===== src/rtl/sccb_pkg.sv =====
// Shared types and constants for the SCCB register-initialisation sequencer.
package sccb_pkg;

   typedef struct packed {
      logic [7:0] reg_addr;
      logic [7:0] val;
   } sccb_entry_t;

   localparam logic [15:0] SCCB_END     = 16'hFFFF;
   localparam logic [7:0]  SCCB_DLY_REG = 8'hFE;
   localparam logic [7:0]  SCCB_OV_ID   = 8'h42;

   // Entry i sits at bits [16*i +: 16]: soft reset, 10-unit settle, then clock prescaler.
   localparam int SCCB_MAX_DEPTH = 256;
   localparam logic [SCCB_MAX_DEPTH*16-1:0] SCCB_DEFAULT_TABLE =
      {{(SCCB_MAX_DEPTH*16-48){1'b1}}, 48'h1101_FE0A_1280};

   typedef enum logic [2:0] {
      PWR_WAIT,
      FETCH,
      DECODE,
      ISSUE,
      WAIT_ACK,
      DELAY,
      NEXT,
      DONE
   } sccb_state_t;

endpackage


===== src/rtl/sccb_init_rom.sv =====
// Synchronous-read register table with one cycle of read latency.
module sccb_init_rom
   import sccb_pkg::*;
#(
   parameter int                  DEPTH = 256,
   parameter int                  AW    = $clog2(DEPTH),
   parameter logic [DEPTH*16-1:0] INIT  = '1
) (
   input  logic          clk,
   input  logic [AW-1:0] addr,
   output sccb_entry_t   data
);

   sccb_entry_t mem [DEPTH];

   for (genvar i = 0; i < DEPTH; i++) begin : g_mem
      assign mem[i] = INIT[i*16 +: 16];
   end

   // NOTE: table read register carries no reset; the sequencer only looks at it after a FETCH cycle.
   always_ff @(posedge clk) begin
      data <= mem[addr];
   end

endmodule


===== src/rtl/sccb_init_seq.sv =====
// Camera register-initialisation sequencer: walks a {reg, val} table and issues one
// SCCB write per entry, with delay entries, end marker, per-write timeout and re-run.
module sccb_init_seq
   import sccb_pkg::*;
#(
   parameter logic [7:0] DEVICE_ID         = SCCB_OV_ID,
   parameter int         PWR_WAIT_CYCLES   = 24000,
   parameter int         DELAY_UNIT_CYCLES = 24000,
   parameter int         TIMEOUT_CYCLES    = 65535,
   parameter int         ROM_DEPTH         = 256,
   parameter logic [ROM_DEPTH*16-1:0] ROM_INIT = SCCB_DEFAULT_TABLE[ROM_DEPTH*16-1:0],
   localparam int        IDX_W             = $clog2(ROM_DEPTH)
) (
   input  logic             XCLK,
   input  logic             RST,
   input  logic             rerun,
   input  logic             sccb_done,
   output logic             sccb_start,
   output logic             sccb_rw,
   output logic [7:0]       addr_id,
   output logic [7:0]       addr_reg,
   output logic [7:0]       data_out,
   output logic             init_busy,
   output logic             init_done,
   output logic             init_err,
   output logic [IDX_W-1:0] entry_idx
);

   localparam logic [31:0]      PWR_CNT  = 32'(PWR_WAIT_CYCLES);
   localparam logic [31:0]      DLY_UNIT = 32'(DELAY_UNIT_CYCLES);
   localparam logic [31:0]      TO_CNT   = 32'(TIMEOUT_CYCLES);
   localparam logic [IDX_W-1:0] LAST_IDX = IDX_W'(ROM_DEPTH - 1);

   sccb_state_t state, state_next;
   sccb_entry_t rom_q;
   logic [31:0] cnt;
   logic        cnt_expired, is_end, is_dly, is_last, done_hold;

   sccb_init_rom #(
      .DEPTH (ROM_DEPTH),
      .AW    (IDX_W),
      .INIT  (ROM_INIT)
   ) u_rom (
      .clk  (XCLK),
      .addr (entry_idx),
      .data (rom_q)
   );

   assign sccb_rw     = 1'b0;
   assign addr_id     = DEVICE_ID;
   // One counter serves power-up wait, delay entries and the ack timeout; a load of N spans N cycles.
   assign cnt_expired = (cnt <= 32'd1);
   assign is_end      = (rom_q == SCCB_END);
   assign is_dly      = (rom_q.reg_addr == SCCB_DLY_REG);
   assign is_last     = (entry_idx == LAST_IDX);
   assign done_hold   = (state == DONE) && !rerun;

   // NOTE: registers update with <= so every flop samples values from before the edge.
   always_ff @(posedge XCLK or posedge RST) begin
      if (RST) state <= PWR_WAIT;
      else     state <= state_next;
   end

   // NOTE: state_next is defaulted first so no path leaves it unassigned (no latch).
   always_comb begin
      state_next = state;
      case (state)
         PWR_WAIT: if (cnt_expired) state_next = FETCH;
         FETCH:    state_next = DECODE;
         DECODE: begin
            if (is_end)      state_next = DONE;
            else if (is_dly) state_next = DELAY;
            else             state_next = ISSUE;
         end
         ISSUE:    state_next = WAIT_ACK;
         WAIT_ACK: begin
            if (sccb_done)        state_next = NEXT;
            else if (cnt_expired) state_next = DONE;
         end
         DELAY:    if (cnt_expired) state_next = NEXT;
         NEXT:     state_next = is_last ? DONE : FETCH;
         DONE:     if (rerun) state_next = FETCH;
         default:  state_next = PWR_WAIT;
      endcase
   end

   always_ff @(posedge XCLK or posedge RST) begin
      if (RST) begin
         cnt        <= PWR_CNT;
         entry_idx  <= '0;
         addr_reg   <= '0;
         data_out   <= '0;
         init_err   <= 1'b0;
         sccb_start <= 1'b0;
         init_busy  <= 1'b1;
         init_done  <= 1'b0;
      end else begin
         sccb_start <= (state == ISSUE);
         init_busy  <= !done_hold;
         init_done  <= done_hold && !init_err;
         case (state)
            PWR_WAIT, DELAY: if (cnt != 32'd0) cnt <= cnt - 32'd1;
            DECODE: begin
               cnt <= 32'(rom_q.val) * DLY_UNIT;
               if (!is_end && !is_dly) begin
                  addr_reg <= rom_q.reg_addr;
                  data_out <= rom_q.val;
               end
            end
            // The timeout window opens on the cycle sccb_start is visible.
            ISSUE: cnt <= TO_CNT;
            WAIT_ACK: begin
               if (cnt != 32'd0) cnt <= cnt - 32'd1;
               if (!sccb_done && cnt_expired) init_err <= 1'b1;
            end
            NEXT: if (!is_last) entry_idx <= entry_idx + IDX_W'(1);
            DONE: begin
               if (rerun) begin
                  init_err  <= 1'b0;
                  entry_idx <= '0;
               end
            end
            default: ;
         endcase
      end
   end

endmodule


===== config.mk =====
export PLATFORM = sky130hd
export DESIGN_NAME = sccb_init_seq
export DESIGN_NICKNAME = d
export VERILOG_FILES = /design/src/rtl/sccb_pkg.sv /design/src/rtl/sccb_init_rom.sv /design/src/rtl/sccb_init_seq.sv
export SDC_FILE = /design/constraint.sdc
export NUM_CORES = 1
export LEC_CHECK = 0
export BUFFER_PORTS_ARGS = -buffer_cell sky130_fd_sc_hd__buf_4
export CAP_MARGIN = 20
export CORE_MARGIN = 1.5
export CORE_UTILIZATION = 55
export CTS_BUF_LIST = sky130_fd_sc_hd__clkbuf_16
export CTS_CLUSTER_SIZE = 40
export DETAILED_ROUTE_END_ITERATION = 7
export GPL_TIMING_DRIVEN = 1
export PLACE_DENSITY = 0.84
export SLEW_MARGIN = 10
export SYNTH_ARGS = -nofsm -noshare
export SYNTH_HDL_FRONTEND = slang
export SYNTH_SLANG_ARGS = --single-unit

===== constraint.sdc =====
create_clock -name XCLK -period 5.51 [get_ports XCLK]
set_input_delay 0.2755 -clock XCLK [delete_from_list [all_inputs] [get_ports XCLK]]
set_output_delay 0.2755 -clock XCLK [all_outputs]
set_load 0.02 [all_outputs]

==> results of run 1 <==
routing by layer:
layer | vias to the layer above | wire [um]
li1 | 1870 | -
met1 | 1988 | 4550
met2 | 179 | 5760
met3 | 28 | 726
met4 | 0 | 235
met5 | - | 0
cells by family (layout without fill, tap and decap cells):
family                   count (synthesis)  after routing  synth area share, %
buffers and inverters                   78             96                 8.00
flip-flops                              58             58                 31.2
adder cells (fa/ha/maj)                 50             50                 15.6
AO/OA/AOI/OAI                          129            129                 17.6
other                                    2              9                0.163
XOR/XNOR                                31             31                 5.91
multiplexers                             9              9                 2.10
AND/OR/NAND/NOR                        165            165                 19.4
worst max-delay path by stage:
stage,start,to,slack [ns],depth (start not counted)
floorplan,u_rom.data[14],cnt[17],0.91,15
global placement,u_rom.data[6],cnt[17],0.95,13
detailed placement,u_rom.data[6],cnt[17],0.77,13
CTS,u_rom.data[6],cnt[17],0.72,13
global route,u_rom.data[6],cnt[17],0.43,13
finish,u_rom.data[6],cnt[17],0.75,13
area by class of cell:
type                    instances  area share [%]
clock inverters                 7            1.10
repair buffers                 35            5.38
multi-input cells             393            55.1
inverters                      45            3.30
clock buffers                   9            4.41
flip-flops and latches         58            28.1
well taps                     105            2.57
worst max-delay path: stages, from the launching register on:
cell and delay, ns:
dfxtp_1 0.70, ha_1 0.41, xnor2_1 0.37, xor2_1 0.25, fa_1 0.45, fa_1 0.51, inv_1 0.04, ha_1 0.37
and3_1 0.22, a221oi_1 0.37, a21oi_1 0.20, xor2_1 0.21, or2_2 0.29, a32o_1 0.25
synthesized netlist by cell type (6+ instances only):
| cell type | instances |
|---|---|
| dfrtp_1 | 45 |
| inv_1 | 45 |
| nor2_1 | 45 |
| ha_1 | 38 |
| o21ai_0 | 38 |
| a21oi_1 | 37 |
| nand2_1 | 27 |
| buf_4 | 19 |
| xor2_1 | 18 |
| nand3_1 | 13 |
| xnor2_1 | 13 |
| fa_1 | 12 |
| nor3_1 | 12 |
| nor4_1 | 12 |
| clkbuf_1 | 11 |
| nand4_1 | 10 |
| a31oi_1 | 8 |
| dfstp_2 | 8 |
| or3_1 | 7 |
| and3_1 | 6 |
stage by stage:
step / cells / utilization, % / area, um^2 / setup slack (ns)
floorplan: 529 / - / 4620 / 0.913
global placement: 635 / 58.8 / 4810 / 0.952
detailed placement: 636 / 59.1 / 4830 / 0.775
CTS: 652 / 62.5 / 5110 / 0.716
global route: 652 / 62.5 / 5110 / 0.426
finish: 652 / 62.5 / 5110 / 0.746
==> impl_results.md, run 1 <==
- Critical Path RT: around 5.7 ns
- # resized after CTS: 0
- Antenna violations before repair: 0
- Final wirelength: around 11000 um
- Met3 Track Usage GR: under 10%
- R2R depth: 13
- Synth top area share: around a quarter
- Max Fclk: around 210 MHz
- GRT met2 Usage: around 44%
- Critical Path AT: roughly 5 ns
- Port bufs: 31
- Count of different cell masters after synthesis: between 60 and 70
- Total CTS buffers: 9
- Final setup fails: 0
- Fillers: approximately 650
- Worst setup SP type: flip-flop
- Die extent in x: around 94 um
- Worst-Skew Late Latency: 0.32 ns
- Maxcap violations: 0
- RSZ-0062 raised after global routing: no
- Inserted Diodes: 0
- Biggest register: cnt
- Initial core utilization: roughly 56%
- DRC viols: 0
- Average wire per cell in the routed design: 17.3 um
- Global placement routability congestion: 0.939
- DR pass1 iterations: 6
- GR Overflow Total: 0
- CTS Root Cell: clkbuf_16
- Total Routing Usage GR: 25.3%
- Number of global-route vias before repair: 3756
- Reg2Reg Setup Slack: about 0.75 ns
- Hold Crit Class: in -> async
- Synth Instances: approximately 520
- Minimum clock period: ~4.8 ns
- Detail Placement HPWL: ~8000 um
- Syn_area_per_cell: ~8.8 um^2
- Worst Setup Path Type: reg -> reg
- Max FFs per register: 32
- EDFF count, synth: 0
- CP max FO: 15
- Layout cells sized above 1: 14.4%
- Pins Over Slew Limit: 0
- Clk_skew: slightly below 0.007 ns
- Dominant cells by area after synthesis: dfrtp_1, ha_1, fa_1
- Final ANT Viol Nets: 0
- Most frequent cells in the layout: inv_1, nor2_1, dfrtp_1
- First-pass GRT wire length: roughly 18000 um
- # IOs: 41
- Post-CTS Repair Setup Buffers: 0
- Slew @ Worst Pin: between 0.9 and 1 ns
- CTS Sinks: 58
- Nets: roughly 600
- Area growth syn-to-layout: 11.2%
- Largest net degree at the start of global routing: 30
- Ys async rst share: between 90% and 100%
- CTS tree: done
- Area occupied by multi-input gates: 0.00282 mm^2
- Post-synth design cell area: approximately 0.0046 mm^2
- Synthesized flop and latch total: 58
- Grt peak-use layer: met2
- Hold buffers post-CTS: 0
- Synth area leader: dfrtp_1
- Yosys warning count: 0
- Core footprint: ~0.0082 mm^2
- Vias: ~4000
- Fin Hold WS: about 0.0092 ns
- Fin crit share: between 80 and 90%
- Row count: 33
- DIE HEIGHT: 94.4 um
- H-tree depth: 3
- Sequential element share of the synthesized area: a little under a third
- Die area: 0.00892 mm^2
- Register area: 0.00144 mm^2
- Worst reg2reg startpoint: u_rom.data[6]
- Final Hold Fails: 0
- Status: completed
- Global routing usage on met1: 33.4%
- Most common cell after layout, fill and taps aside: inv_1
- Post-detailed-route via-to-cell ratio: between 6 and 7
- Max-slew headroom: approximately a third
- Reg clk slew, reported paths: 0.06 ns
- Starting DRT DRC Count: 316
- Main synth FF type: dfrtp_1
- Largest regs: cnt (32), entry_idx (8), u_rom.data (5)
- Worst Setup End Kind: flip-flop
- Setup_tns: 0 ns
- FF-to-FF End: cnt[17]
- CTS Buffer Depth: 2
Power of run 1 is left out: the tool's default activity adds up to more than one toggle a clock period on the data nets, which glitch-free logic cannot reach.
==> run 2, diff against run 1 <==
- ABC_AREA: not set -> 1
- PLACE_DENSITY: 0.84 -> 0.83
==> run 2 against run 1 <==
Effect of this change:
- the flow now finishes with violations (DRC)
- global-route usage up 1.6 points
- clock skew up 0.0066 ns
- sequential share of layout area down 2.4 points
- final cell count up 27%
- final area up 9.3%
- clock-buffer cell count unchanged
- sequential cell count unchanged
- critical endpoint unchanged
==> impl_results.md, run 2 <==
- Hold Crit Class: in -> reg
- Count of different cell masters after synthesis: 49 (-29%)
- Inserted Diodes: 0 (unchanged)
- Dominant cells by area after synthesis: dfrtp_1, nand2_1, ha_1
- Placed cell count: 813 (+28%)
- Reg clk slew, reported paths: 0.06 ns (about the same)
- Number of global-route vias before repair: 4562 (+21%)
- Average wire per cell in the routed design: 15.0 um (-13%)
- Setup_tns: 0 ns (unchanged)
- First-pass GRT wire length: 21200 um (+19%)
- Fin Hold WS: 0.147 ns (+0.138 ns)
- Worst reg2reg startpoint: u_rom.data[14]
- Max FFs per register: 32 (unchanged)
- Post-detailed-route via-to-cell ratio: 5.65 (-9.3%)
- Critical Path RT: 5.73 ns (about the same)
- Total Routing Usage GR: 26.9% (+1.6 points)
- Worst path max stage delay: 0.60 ns (-0.10 ns)
- DRC viols: 1 (+1)
- Crit-path slowest cell: dfxtp_1
- CTS Root Cell: clkbuf_16
- Failing checks: DRC
- CP top delay family: adder cells
- Die extent in x: 98.8 um (+4.6%)
- Yosys warning count: 0 (unchanged)
- Critical Path AT: 4.46 ns (-0.51 ns)
- Worst Setup End Kind: flip-flop
- Dpl cell area: 0.00523 mm^2 (+8.3%)
- H-tree depth: 3 (unchanged)
- Post-CTS Repair Setup Buffers: 0 (unchanged)
- Syn_area_per_cell: 7.23 um^2 (-18%)
- Synth Instances: 697 (+34%)
- Starting DRT DRC Count: 373 (+18%)
- CTS tree: done
- Layout cells sized above 1: 14.1% (-0.31 points)
- Core footprint: 0.00881 mm^2 (+7.7%)
- Slew @ Worst Pin: 0.745 ns (-0.225 ns)
- Fillers: 733 (+13%)
- Largest net degree at the start of global routing: 39 (+30%)
- Nets: 771 (+29%)
- Final Non-Filler Cells: 830 (+27%)
- Detail Placement HPWL: 9140 um (+14%)
- Biggest register: cnt
- Synth top area share: 22.3% (-2.2 points)
- Status: complete, but fails checks
- Post-synth design cell area: 0.00504 mm^2 (+9.7%)
- Worst path cell trace: inv_1, ha_1, xnor2_1, xor2_1, fa_1, fa_1, inv_1, ha_1, nand2_1, nand2_1, inv_1, nor2_1, nor2_1, nand2_1, inv_1, nand2_1, nand2_1, nor2_1, o21ai_0, nand2_1
- # IOs: 41 (unchanged)
- Global placement routability congestion: 0.939 (unchanged)
- Fin crit share: 77.1% (-9.4 points)
- CP max FO: 12 (-3)
- Top cells by count, synth: nand2_1, nor2_1, inv_1, nand3_1, dfrtp_1
- CP startpoint: u_rom.data[14]
- Final setup fails: 0 (unchanged)
- Worst setup SP type: flip-flop
- Buf/Inv on CP: 4 (+3)
- CTS Sinks: 58 (unchanged)
- Sequential element share of the synthesized area: 28.5% (-2.8 points)
- Max-slew headroom: 50.3% (+15 points)
- Maxcap violations: 0 (unchanged)
- Worst-Skew Late Latency: 0.34 ns (+0.02 ns)
- Area growth syn-to-layout: 10.9%
- EDFF count, synth: 0 (unchanged)
- Antenna violations before repair: 0 (unchanged)
- Main synth FF type: dfrtp_1
- Pins Over Slew Limit: 0 (unchanged)
- CP most frequent cell: nand2_1
- DR pass1 iterations: 7 (+1)
- Clk_skew: 0.0135 ns (+0.00660 ns)
- RSZ-0062 raised after global routing: no
- GR Overflow Total: 0 (unchanged)
- Row count: 34 (+3.0%)
- Post-route cell area: 0.00559 mm^2 (+9.3%)
- Port bufs: 31 (unchanged)
- Ys async rst share: 91.4% (unchanged)
- Final ANT Viol Nets: 0 (unchanged)
- Final wirelength: 12400 um (+10%)
- Total CTS buffers: 9 (unchanged)
- Most common cell in the synthesized netlist: nand2_1
- Vias: 4692 (+15%)
- Die area: 0.00975 mm^2 (+9.4%)
- Minimum clock period: 4.25 ns (-0.516 ns)
- CTS Buffer Depth: 2 (unchanged)
- HP Start: sccb_done
- Initial core utilization: 57.3% (+1.0 points)
- Max Fclk: 235 MHz (+12%)
- Synth area leader: dfrtp_1
- DIE HEIGHT: 98.8 um (+4.6%)
- Final Hold Fails: 0 (unchanged)
- Largest regs: cnt (32), entry_idx (8), u_rom.data (5)
- Worst Setup Path Type: reg -> reg
- Most frequent cells in the layout: nand2_1, nor2_1, inv_1
- Synthesized flop and latch total: 58 (unchanged)
- Most common cell after layout, fill and taps aside: nand2_1
## run 2: cell families after synthesis
group	count (synthesis)	share of synthesized area [%]
compound gates	88	11.5
xor+xnor	18	3.13
fa+ha+maj	50	14.2
buf+inv	134	12.2
flops	58	28.5
other cells	2	0.149
simple gates	347	30.3
## run 2: worst paths after layout
kind	to	slack, ns	cells after the start
setup / recovery	cnt[17]	1.26	20
hold / removal	init_err	0.15	2
setup reg to reg	cnt[17]	1.26	20
hold reg to reg	init_done	0.48	1
max in group asynchronous	cnt[14]	4.42	4
min in group asynchronous	cnt[0]	0.49	3
## run 2: layer usage
layer	vias to the layer above	share of wire (%)	global-route usage [%]
met1	2236	41	33.2
met2	187	50	47.2
met5	-	0	0
met4	0	2.7	10.7
li1	2238	-	-
met3	31	6.0	3.90
## run 2: metrics by stage
stage          setup slack [ns]  util (%)
2_1_floorplan              1.71         -
4_1_cts                    1.28      63.5
6_report                   1.26      63.5
3_3_place_gp               1.53      59.2
3_5_place_dp               1.35      59.4
5_1_grt                   0.998      63.5
## run 2: final cells by class
| cell class | instances | area [um^2] | area share [%] |
|---|---|---|---|
| multi-input combinational | 512 | 3020 | 53.9 |
| clock inverter | 7 | 125 | 2.24 |
| inverter | 102 | 383 | 6.85 |
| timing repair buffer | 34 | 270 | 4.83 |
| tap | 108 | 135 | 2.42 |
| sequential | 58 | 1440 | 25.7 |
| clock buffer | 9 | 225 | 4.03 |
## run 2: timing repair
item / in CTS / in global routing
hold buffers: 1 / 0
hold endpoints to repair: 14 / 0
gates resized for setup: 0 / 0
Power of run 2 is left out for the same reason.
